`config.mk`:
```
export PLATFORM = sky130hd
export DESIGN_NAME = roz_addr_gen
export DESIGN_NICKNAME = d
export VERILOG_FILES = /design/src/rtl/roz_addr_gen.sv
export SDC_FILE = /design/constraint.sdc
export NUM_CORES = 1
export LEC_CHECK = 0
export CELL_PAD_IN_SITES_DETAIL_PLACEMENT = 0
export CELL_PAD_IN_SITES_GLOBAL_PLACEMENT = 1
export CORE_MARGIN = 2
export CORE_UTILIZATION = 33
export DETAILED_ROUTE_END_ITERATION = 8
export PLACE_DENSITY_LB_ADDON = 0.1
export SLEW_MARGIN = 20
export SYNTH_ARGS = -nofsm -noshare
export SYNTH_HDL_FRONTEND = slang
export SYNTH_SLANG_ARGS = --single-unit
```
`constraint.sdc`:
```
create_clock -name CLK -period 17.8 [get_ports CLK]
set_input_delay 3.56 -clock CLK [delete_from_list [all_inputs] [get_ports CLK]]
set_output_delay 3.56 -clock CLK [all_outputs]
set_load 0.02 [all_outputs]
```
`src/rtl/roz_addr_gen.sv`:
```
// Rotation/zoom tilemap address generator: line and pixel fixed-point accumulators
// with window and out-of-bounds gating, and shadowed start/increment registers.
module roz_addr_gen #(
    parameter int COORD_W = 13,
    parameter int FRAC_W  = 8,
    parameter int CNT_W   = 9
) (
    input  logic               CLK,
    input  logic               RESET,
    input  logic [3:0]         A,
    input  logic [15:0]        D,
    input  logic               NWCS,
    input  logic               HSYNC,
    input  logic               VSYNC,
    output logic [COORD_W-1:0] X,
    output logic [COORD_W-1:0] Y,
    output logic               NOB
);

    localparam int ACC_W = COORD_W + FRAC_W;
    typedef logic [ACC_W-1:0] acc_t;
    typedef logic [CNT_W-1:0] cnt_t;

    // Start registers hold an integer coordinate; the fraction starts at zero.
    function automatic acc_t to_start(input logic [15:0] r);
        return acc_t'(r[COORD_W-1:0]) << FRAC_W;
    endfunction

    function automatic acc_t to_inc(input logic [15:0] r);
        return acc_t'($signed(r));
    endfunction

    function automatic logic oob(input logic [COORD_W-1:0] v, input logic [4:0] lim,
                                 input logic sgn);
        logic [COORD_W-1:0]        hi_u;
        logic signed [COORD_W-1:0] hi_s;
        hi_u = v >> lim;
        hi_s = $signed(v) >>> lim;
        if (int'(lim) >= COORD_W)
            return 1'b0;
        // Signed range holds when everything from bit LIM up is a copy of the sign.
        if (sgn)
            return !((hi_s == '0) || (hi_s == '1));
        return hi_u != '0;
    endfunction

    logic [5:0][15:0] live;
    logic [5:0][15:0] shdw;
    logic [4:0]       x_lim, y_lim;
    logic             enable, win_en, win_inv, shadow_on, sgn_oob;
    cnt_t             x_min, x_max, y_min, y_max, h_rel, v_rel;

    logic hs_q, vs_q;
    logic hrise, vrise;
    logic wr;

    acc_t xl, yl, xp, yp;
    acc_t xl_nxt, yl_nxt;
    acc_t x_start, y_start;
    cnt_t hcnt, vcnt;

    logic [COORD_W-1:0] x_int, y_int;
    logic               in_win, visible, x_oob, y_oob;

    assign hrise = HSYNC & ~hs_q;
    assign vrise = VSYNC & ~vs_q;
    assign wr    = ~NWCS;

    always_ff @(posedge CLK or posedge RESET) begin
        if (RESET) begin
            hs_q <= 1'b0;
            vs_q <= 1'b0;
        end else begin
            hs_q <= HSYNC;
            vs_q <= VSYNC;
        end
    end

    always_ff @(posedge CLK or posedge RESET) begin
        if (RESET) begin
            live      <= '0;
            shdw      <= '0;
            x_lim     <= '0;
            y_lim     <= '0;
            enable    <= 1'b0;
            win_en    <= 1'b0;
            win_inv   <= 1'b0;
            shadow_on <= 1'b0;
            sgn_oob   <= 1'b0;
            x_min     <= '0;
            x_max     <= '0;
            y_min     <= '0;
            y_max     <= '0;
            h_rel     <= '0;
            v_rel     <= '0;
        end else begin
            // Swap takes the pre-write shadow; a coincident write stays in the shadow.
            if (vrise && shadow_on)
                live <= shdw;
            if (wr) begin
                if (A < 4'd6) begin
                    shdw[A[2:0]] <= D;
                    if (!shadow_on)
                        live[A[2:0]] <= D;
                end
                case (A)
                    4'd6: begin
                        x_lim <= D[4:0];
                        y_lim <= D[12:8];
                    end
                    4'd7: begin
                        enable    <= D[0];
                        win_en    <= D[1];
                        win_inv   <= D[2];
                        shadow_on <= D[3];
                        sgn_oob   <= D[4];
                    end
                    4'd8:  x_min <= D[CNT_W-1:0];
                    4'd9:  x_max <= D[CNT_W-1:0];
                    4'd10: y_min <= D[CNT_W-1:0];
                    4'd11: y_max <= D[CNT_W-1:0];
                    4'd12: h_rel <= D[CNT_W-1:0];
                    4'd13: v_rel <= D[CNT_W-1:0];
                    default: ;
                endcase
            end
        end
    end

    // Frame start uses the values the live copy is about to take.
    assign x_start = to_start(shadow_on ? shdw[0] : live[0]);
    assign y_start = to_start(shadow_on ? shdw[1] : live[1]);
    assign xl_nxt  = xl + to_inc(live[2]);
    assign yl_nxt  = yl + to_inc(live[3]);

    always_ff @(posedge CLK or posedge RESET) begin
        if (RESET) begin
            xl   <= '0;
            yl   <= '0;
            xp   <= '0;
            yp   <= '0;
            hcnt <= '0;
            vcnt <= '0;
        end else if (vrise) begin
            xl   <= x_start;
            yl   <= y_start;
            xp   <= x_start;
            yp   <= y_start;
            vcnt <= v_rel;
            hcnt <= h_rel;
        end else if (hrise) begin
            xl   <= xl_nxt;
            yl   <= yl_nxt;
            xp   <= xl_nxt;
            yp   <= yl_nxt;
            vcnt <= vcnt + cnt_t'(1);
        end else if (HSYNC) begin
            hcnt <= h_rel;
        end else begin
            xp   <= xp + to_inc(live[4]);
            yp   <= yp + to_inc(live[5]);
            hcnt <= hcnt + cnt_t'(1);
        end
    end

    assign x_int   = xp[ACC_W-1:FRAC_W];
    assign y_int   = yp[ACC_W-1:FRAC_W];
    assign x_oob   = oob(x_int, x_lim, sgn_oob);
    assign y_oob   = oob(y_int, y_lim, sgn_oob);
    assign in_win  = (hcnt >= x_min) && (hcnt <= x_max) && (vcnt >= y_min) && (vcnt <= y_max);
    assign visible = win_en ? (in_win ^ win_inv) : 1'b1;

    always_ff @(posedge CLK or posedge RESET) begin
        if (RESET) begin
            X   <= '0;
            Y   <= '0;
            NOB <= 1'b1;
        end else begin
            X   <= x_int;
            Y   <= y_int;
            NOB <= ~(enable & visible & ~x_oob & ~y_oob);
        end
    end

endmodule

```
==> results.sh, run 1 <==
export IMPL_status="completed"
export IMPL_drive_gt1_frac=0.135
export IMPL_synthFlopType="dfrtp_1"
export IMPL_grt_pass1_vias=16468
export IMPL_ys_ff_latch=380
export IMPL_mostFrequentLayoutCells="378 x dfrtp_1, 239 x nand2_1, 194 x o21ai_0"
export IMPL_syn_area_um2=21800
export IMPL_ctsHoldBuffers=0
export IMPL_p_leak_uw=0.0112
export IMPL_overflow=0
export IMPL_die_width_um=261
export IMPL_ys_warn_count=0
export IMPL_wirelength_um=65400
export IMPL_finalClockSkew_ps=21.7
export IMPL_synthDistinctLibCells=70
export IMPL_required_ps=18470
export IMPL_p_comb_frac=0.444
export IMPL_pwr_share_seq=0.339
export IMPL_initial_core_util=0.332
export IMPL_yosysSeqAreaShare=0.436
export IMPL_powerDensity_nw_per_um2=180
export IMPL_start_kind="input port"
export IMPL_antenna_found_initial=2
export IMPL_first_iter_violations=1013
export IMPL_dieArea_um2=68200
export IMPL_dp_hpwl_um=44100
export IMPL_grt_util_all_layers=0.195
export IMPL_syn_inst=2167
export IMPL_async_reset_ff_frac=1.00
export IMPL_rsz0062_at_grt="false"
export IMPL_portBuffers=51
export IMPL_cts_resized=0
export IMPL_tightest_slew_ps=1090
export IMPL_max_cap_viol_count=0
export IMPL_cts_sinks=380
export IMPL_pin_count=52
export IMPL_synth_edf_count=0
export IMPL_ir_worst_vdd_mv=0.0788
export IMPL_root_buffer="clkbuf_16"
export IMPL_cts_tree="done"
export IMPL_max_freq_mhz=161
export IMPL_fin_crit_ps=6200
export IMPL_hp_class="flip-flop to flip-flop"
export IMPL_routedWlPerCell_um=21.3
export IMPL_vias_per_cell=5.33
export IMPL_p_clk_frac=0.217
export IMPL_fin_crit_sh=0.348
export IMPL_final_nets=2317
export IMPL_ctsLongestPathBuffers=3
export IMPL_layout_commonest_cell="dfrtp_1"
export IMPL_end_kind="asynchronous set/reset pin"
export IMPL_hold_viol=0
export IMPL_die_y_um=261
export IMPL_slew_limit_headroom=0.270
export IMPL_insertedDiodeCount=0
export IMPL_postCtsSetupBuffers=0
export IMPL_grt_first_pass_wirelength_um=102000
export IMPL_h_tree_depth=2
export IMPL_setup_viol=0
export IMPL_clk_latency_ps=590
export IMPL_drc=0
export IMPL_via_count=16354
export IMPL_path_max_fanout=75
export IMPL_switching_share=0.398
export IMPL_p_int_uw=2690
export IMPL_worst_ep_arrival_time_ps=6870
export IMPL_syn2layout_area_growth_pct=13.5
export IMPL_power_switching_uw=1780
export IMPL_finalSetupTns_ps=0
export IMPL_fin_util=0.377
export IMPL_synth_fp_nets=2314
export IMPL_gp_congestion=0.806
export IMPL_core_um2=65600
export IMPL_finalMaxSlewViolations=0
export IMPL_hold_ws_ps=480
export IMPL_antenna_left=0
export IMPL_avgSynthCellArea_um2=10.1
export IMPL_dr_pass1_iters=5
export IMPL_clk_pin_slew_ps=60
export IMPL_cts_made_buffers=46
export IMPL_grt_start_max_net_pins=76
export IMPL_worstSetupPathType="input port to asynchronous set/reset pin"
export IMPL_rows=94
-- worst paths after layout --
| check | from | to | slack (ps) | cells past startpoint |
|---|---|---|---|---|
| setup / recovery | RESET | Y[7] | 11600 | 5 |
| min in group asynchronous | RESET | x_max[5] | 3440 | 2 |
| hold / removal | v_rel[6] | vcnt[6] | 480 | 2 |
| max in group CLK | VSYNC | live[54] | 11740 | 7 |
| setup reg to reg | live[64] | xp[20] | 14080 | 11 |
| hold reg to reg | v_rel[6] | vcnt[6] | 480 | 2 |
-- cell type report --
cell class,instances,area [um2]
Fill cell,6465,40900
Multi-Input combinational cell,1597,11600
Sequential cell,380,9510
Clock buffer,67,1390
Tap cell,864,1080
Timing Repair Buffer,79,716
Inverter,66,255
Clock inverter,16,161
-- logic make-up after synthesis --
group,share of synthesized area
AOI/OAI and AO/OA,0.149
xor gates and xnor gates,0.0321
adders and majority gates,0.0714
buffers and inverters,0.0338
DFF,0.436
muxes,0.165
and+or+nand+nor,0.113
-- state kept, by name (all words and copies together) (netlist names), 9 cells and up --
name,flops
xl,21
yp,21
shdw,90
live,90
Y,13
h_rel,9
y_max,9
y_min,9
x_max,9
yl,21
v_rel,9
hcnt,9
xp,21
vcnt,9
x_min,9
X,13
-- synth_stat cells, types with 5 or more instances --
cell	instances	area share
nor3_1	31	0.0071
clkbuf_1	89	0.015
buf_2	5	0.0011
xor2_1	30	0.012
and3_1	16	0.0046
nor2_1	145	0.025
mux4_1	7	0.0084
buf_1	27	0.0046
a211oi_1	41	0.014
nand2b_1	11	0.0032
a21o_1	35	0.012
xnor2_1	50	0.020
a22oi_1	6	0.0021
dfrtp_1	379	0.43
a221oi_1	5	0.0020
o21ai_0	194	0.045
o21bai_1	12	0.0041
inv_1	64	0.011
o31ai_1	11	0.0038
mux4_2	12	0.012
or3_1	5	0.0014
o211ai_1	21	0.0072
nand3_1	33	0.0076
mux2_2	164	0.085
nor4_1	10	0.0029
a22o_1	6	0.0024
nand2_1	241	0.041
a211o_1	6	0.0024
nand4_1	14	0.0040
o21a_1	13	0.0045
ha_1	118	0.068
a31oi_1	13	0.0037
a21oi_1	114	0.026
mux2i_1	130	0.060
nor2b_1	29	0.0083
and2_1	6	0.0017
-- power by group through the flow --
stage,sequential (uW),combinational (uW),clock (uW)
after CTS,1520,2000,998
after global routing,1560,2240,1030
final,1510,1980,968
after global placement,1530,1960,0
after floorplan,1400,1540,0
after detailed placement,1540,1990,0
-- per-stage QoR --
step | setup slack (ps) | total power, uW | cells | instance area, um2
detailed placement | 10730 | 3520 | 2986 | 23200
finish | 11600 | 4460 | 3069 | 24700
floorplan | 3680 | 2940 | 2167 | 21800
global route | 11100 | 4840 | 3069 | 24700
CTS | 11370 | 4520 | 3069 | 24700
global placement | 10760 | 3500 | 2986 | 23200
-- metal layers --
| metal | track usage | vias to the layer above | part of all wire | wire length [um] |
|---|---|---|---|---|
| met2 | 0.330 | 242 | 0.48 | 31300 |
| met3 | 0.0238 | 77 | 0.028 | 1830 |
| met4 | 0.0477 | 0 | 0.018 | 1190 |
| li1 | - | 7838 | - | - |
| met5 | 0 | - | 0 | 0 |
| met1 | 0.267 | 8197 | 0.48 | 31200 |
-- worst max-delay path, cell delays in order --
cell	delay [ps]
clkdlybuf4s50_1	490
inv_8	370
buf_4	760
buf_4	870
buf_4	650
(Power assumes the default switching activity.)
==> run 2: changes to the inputs <==
Clock period 17.8 ns to 5.4 ns, I/O delays scaled along.
==> run 2 against run 1 <==
Against the previous run: clock skew shrank 5.8 ps; utilization grew 0.27 points; first-iteration DRC count grew 12%; routed wire length grew 1.1%.
==> results.sh, run 2 (same netlist as run 1, synthesis figures left out) <==
export IMPL_rows=94
export IMPL_overflow=0
export IMPL_switching_share=0.398
export IMPL_fin_crit_ps=3760
export IMPL_pwr_share_seq=0.333
export IMPL_pin_count=52
export IMPL_required_ps=5870
export IMPL_root_buffer="clkbuf_16"
export IMPL_vias_per_cell=5.34
export IMPL_fin_crit_sh=0.695
export IMPL_cts_made_buffers=48
export IMPL_wirelength_um=66200
export IMPL_ctsHoldBuffers=0
export IMPL_worstSetupStartpoint="live[64]"
export IMPL_end_kind="flip-flop"
export IMPL_via_count=16480
export IMPL_postCtsSetupBuffers=0
export IMPL_cts_resized=0
export IMPL_max_cap_viol_count=0
export IMPL_gp_congestion=0.860
export IMPL_die_width_um=261
export IMPL_holdPathStages=2
export IMPL_tightest_slew_ps=1100
export IMPL_power_total_uw=14800
export IMPL_cts_tree="done"
export IMPL_core_um2=65600
export IMPL_drive_gt1_frac=0.140
export IMPL_finalClockSkew_ps=15.9
export IMPL_finalMaxSlewViolations=0
export IMPL_hold_viol=0
export IMPL_syn2layout_area_growth_pct=14.3
export IMPL_ctsLongestPathBuffers=3
export IMPL_p_comb_frac=0.450
export IMPL_status="completed"
export IMPL_max_freq_mhz=266
export IMPL_routedWlPerCell_um=21.4
export IMPL_portBuffers=51
export IMPL_setup_viol=0
export IMPL_mostFrequentLayoutCells="378 x dfrtp_1, 239 x nand2_1, 194 x o21ai_0"
export IMPL_p_clk_frac=0.218
export IMPL_initial_core_util=0.332
export IMPL_layout_commonest_cell="dfrtp_1"
export IMPL_r2r_end="xp[20]"
export IMPL_cts_sinks=380
export IMPL_insertedDiodeCount=0
export IMPL_clk_pin_slew_ps=60
export IMPL_h_tree_depth=2
export IMPL_rsz0062_at_grt="false"
export IMPL_final_nets=2335
export IMPL_slew_limit_headroom=0.269
export IMPL_dp_hpwl_um=44800
export IMPL_grt_first_pass_wirelength_um=102000
export IMPL_path_max_fanout=4
export IMPL_powerDensity_nw_per_um2=592
export IMPL_power_switching_uw=5870
export IMPL_ir_worst_vdd_mv=0.260
export IMPL_p_leak_uw=0.0113
export IMPL_antenna_left=0
export IMPL_critPathCapture="xp[20]"
export IMPL_finalSetupTns_ps=0
export IMPL_dieArea_um2=68200
export IMPL_hp_class="flip-flop to flip-flop"
export IMPL_fin_util=0.380
export IMPL_worstSetupPathType="flip-flop to flip-flop"
export IMPL_clk_latency_ps=590
export IMPL_biggestRegsByFlops="live (90), shdw (90)"
export IMPL_crit_reg2reg_launch="live[64]"
export IMPL_grt_pass1_vias=16543
export IMPL_antenna_found_initial=4
export IMPL_r2r_cells=11
export IMPL_dpl_cell_count=3002
export IMPL_worst_ep_arrival_time_ps=4230
export IMPL_grt_start_max_net_pins=104
export IMPL_start_kind="flip-flop"
export IMPL_layout_cells_non_filler=3085
export IMPL_drc=0
export IMPL_rrSetupSlack_ps=1640
export IMPL_dr_pass1_iters=5
export IMPL_die_y_um=261
export IMPL_p_int_uw=8890
export IMPL_first_iter_violations=1139
export IMPL_grt_util_all_layers=0.197
run 2: worst min-delay path by stage:
stage | startpoint | endpoint | slack, ps
after floorplan | xp[20] | X[12] | 350
after CTS | v_rel[5] | vcnt[5] | 480
after detailed placement | v_rel[5] | vcnt[5] | 460
final | v_rel[5] | vcnt[5] | 480
after global routing | xp[3] | xp[3] | 500
after global placement | v_rel[3] | vcnt[3] | 460
run 2: worst max-delay path, stage by stage (launching register included):
cell and delay [ps]:
dfrtp_1 390, ha_1 250, fa_1 430, a211oi_1 360
o21ai_0 240, a41oi_1 650, o311a_1 310, o22ai_1 110
o41ai_1 360, xnor2_1 160, o221ai_1 140, a32o_1 260
run 2: power by group through the flow:
stage | logic, uW | clock network [uW] | registers, uW
after CTS | 6660 | 3330 | 4930
final | 6640 | 3210 | 4910
after detailed placement | 6620 | 0 | 4970
after global placement | 6540 | 0 | 4960
after global routing | 7480 | 3430 | 5070
after floorplan | 5090 | 0 | 4610
run 2: routing by layer:
metal  part of all wire  track usage  routed length [um]
met2               0.46        0.322               30700
met3              0.043       0.0351                2850
met1               0.47        0.270               31300
met5            0.00020            0                  13
met4              0.020       0.0494                1310
run 2: layout make-up:
class	count	area, um2
Sequential cell	380	9510
Fill cell	6495	40700
Clock inverter	11	133
Inverter	66	251
Tap cell	864	1080
Timing Repair Buffer	95	906
Clock buffer	72	1420
Multi-Input combinational cell	1597	11600
run 2: per-stage QoR:
step / hold slack (ps) / instance area [um2] / setup WS (ps)
floorplan: 349 / 21800 / -785
global placement: 456 / 23300 / 1370
detailed placement: 462 / 23400 / 1320
CTS: 478 / 24900 / 1720
global route: 499 / 24900 / 1470
finish: 476 / 24900 / 1640
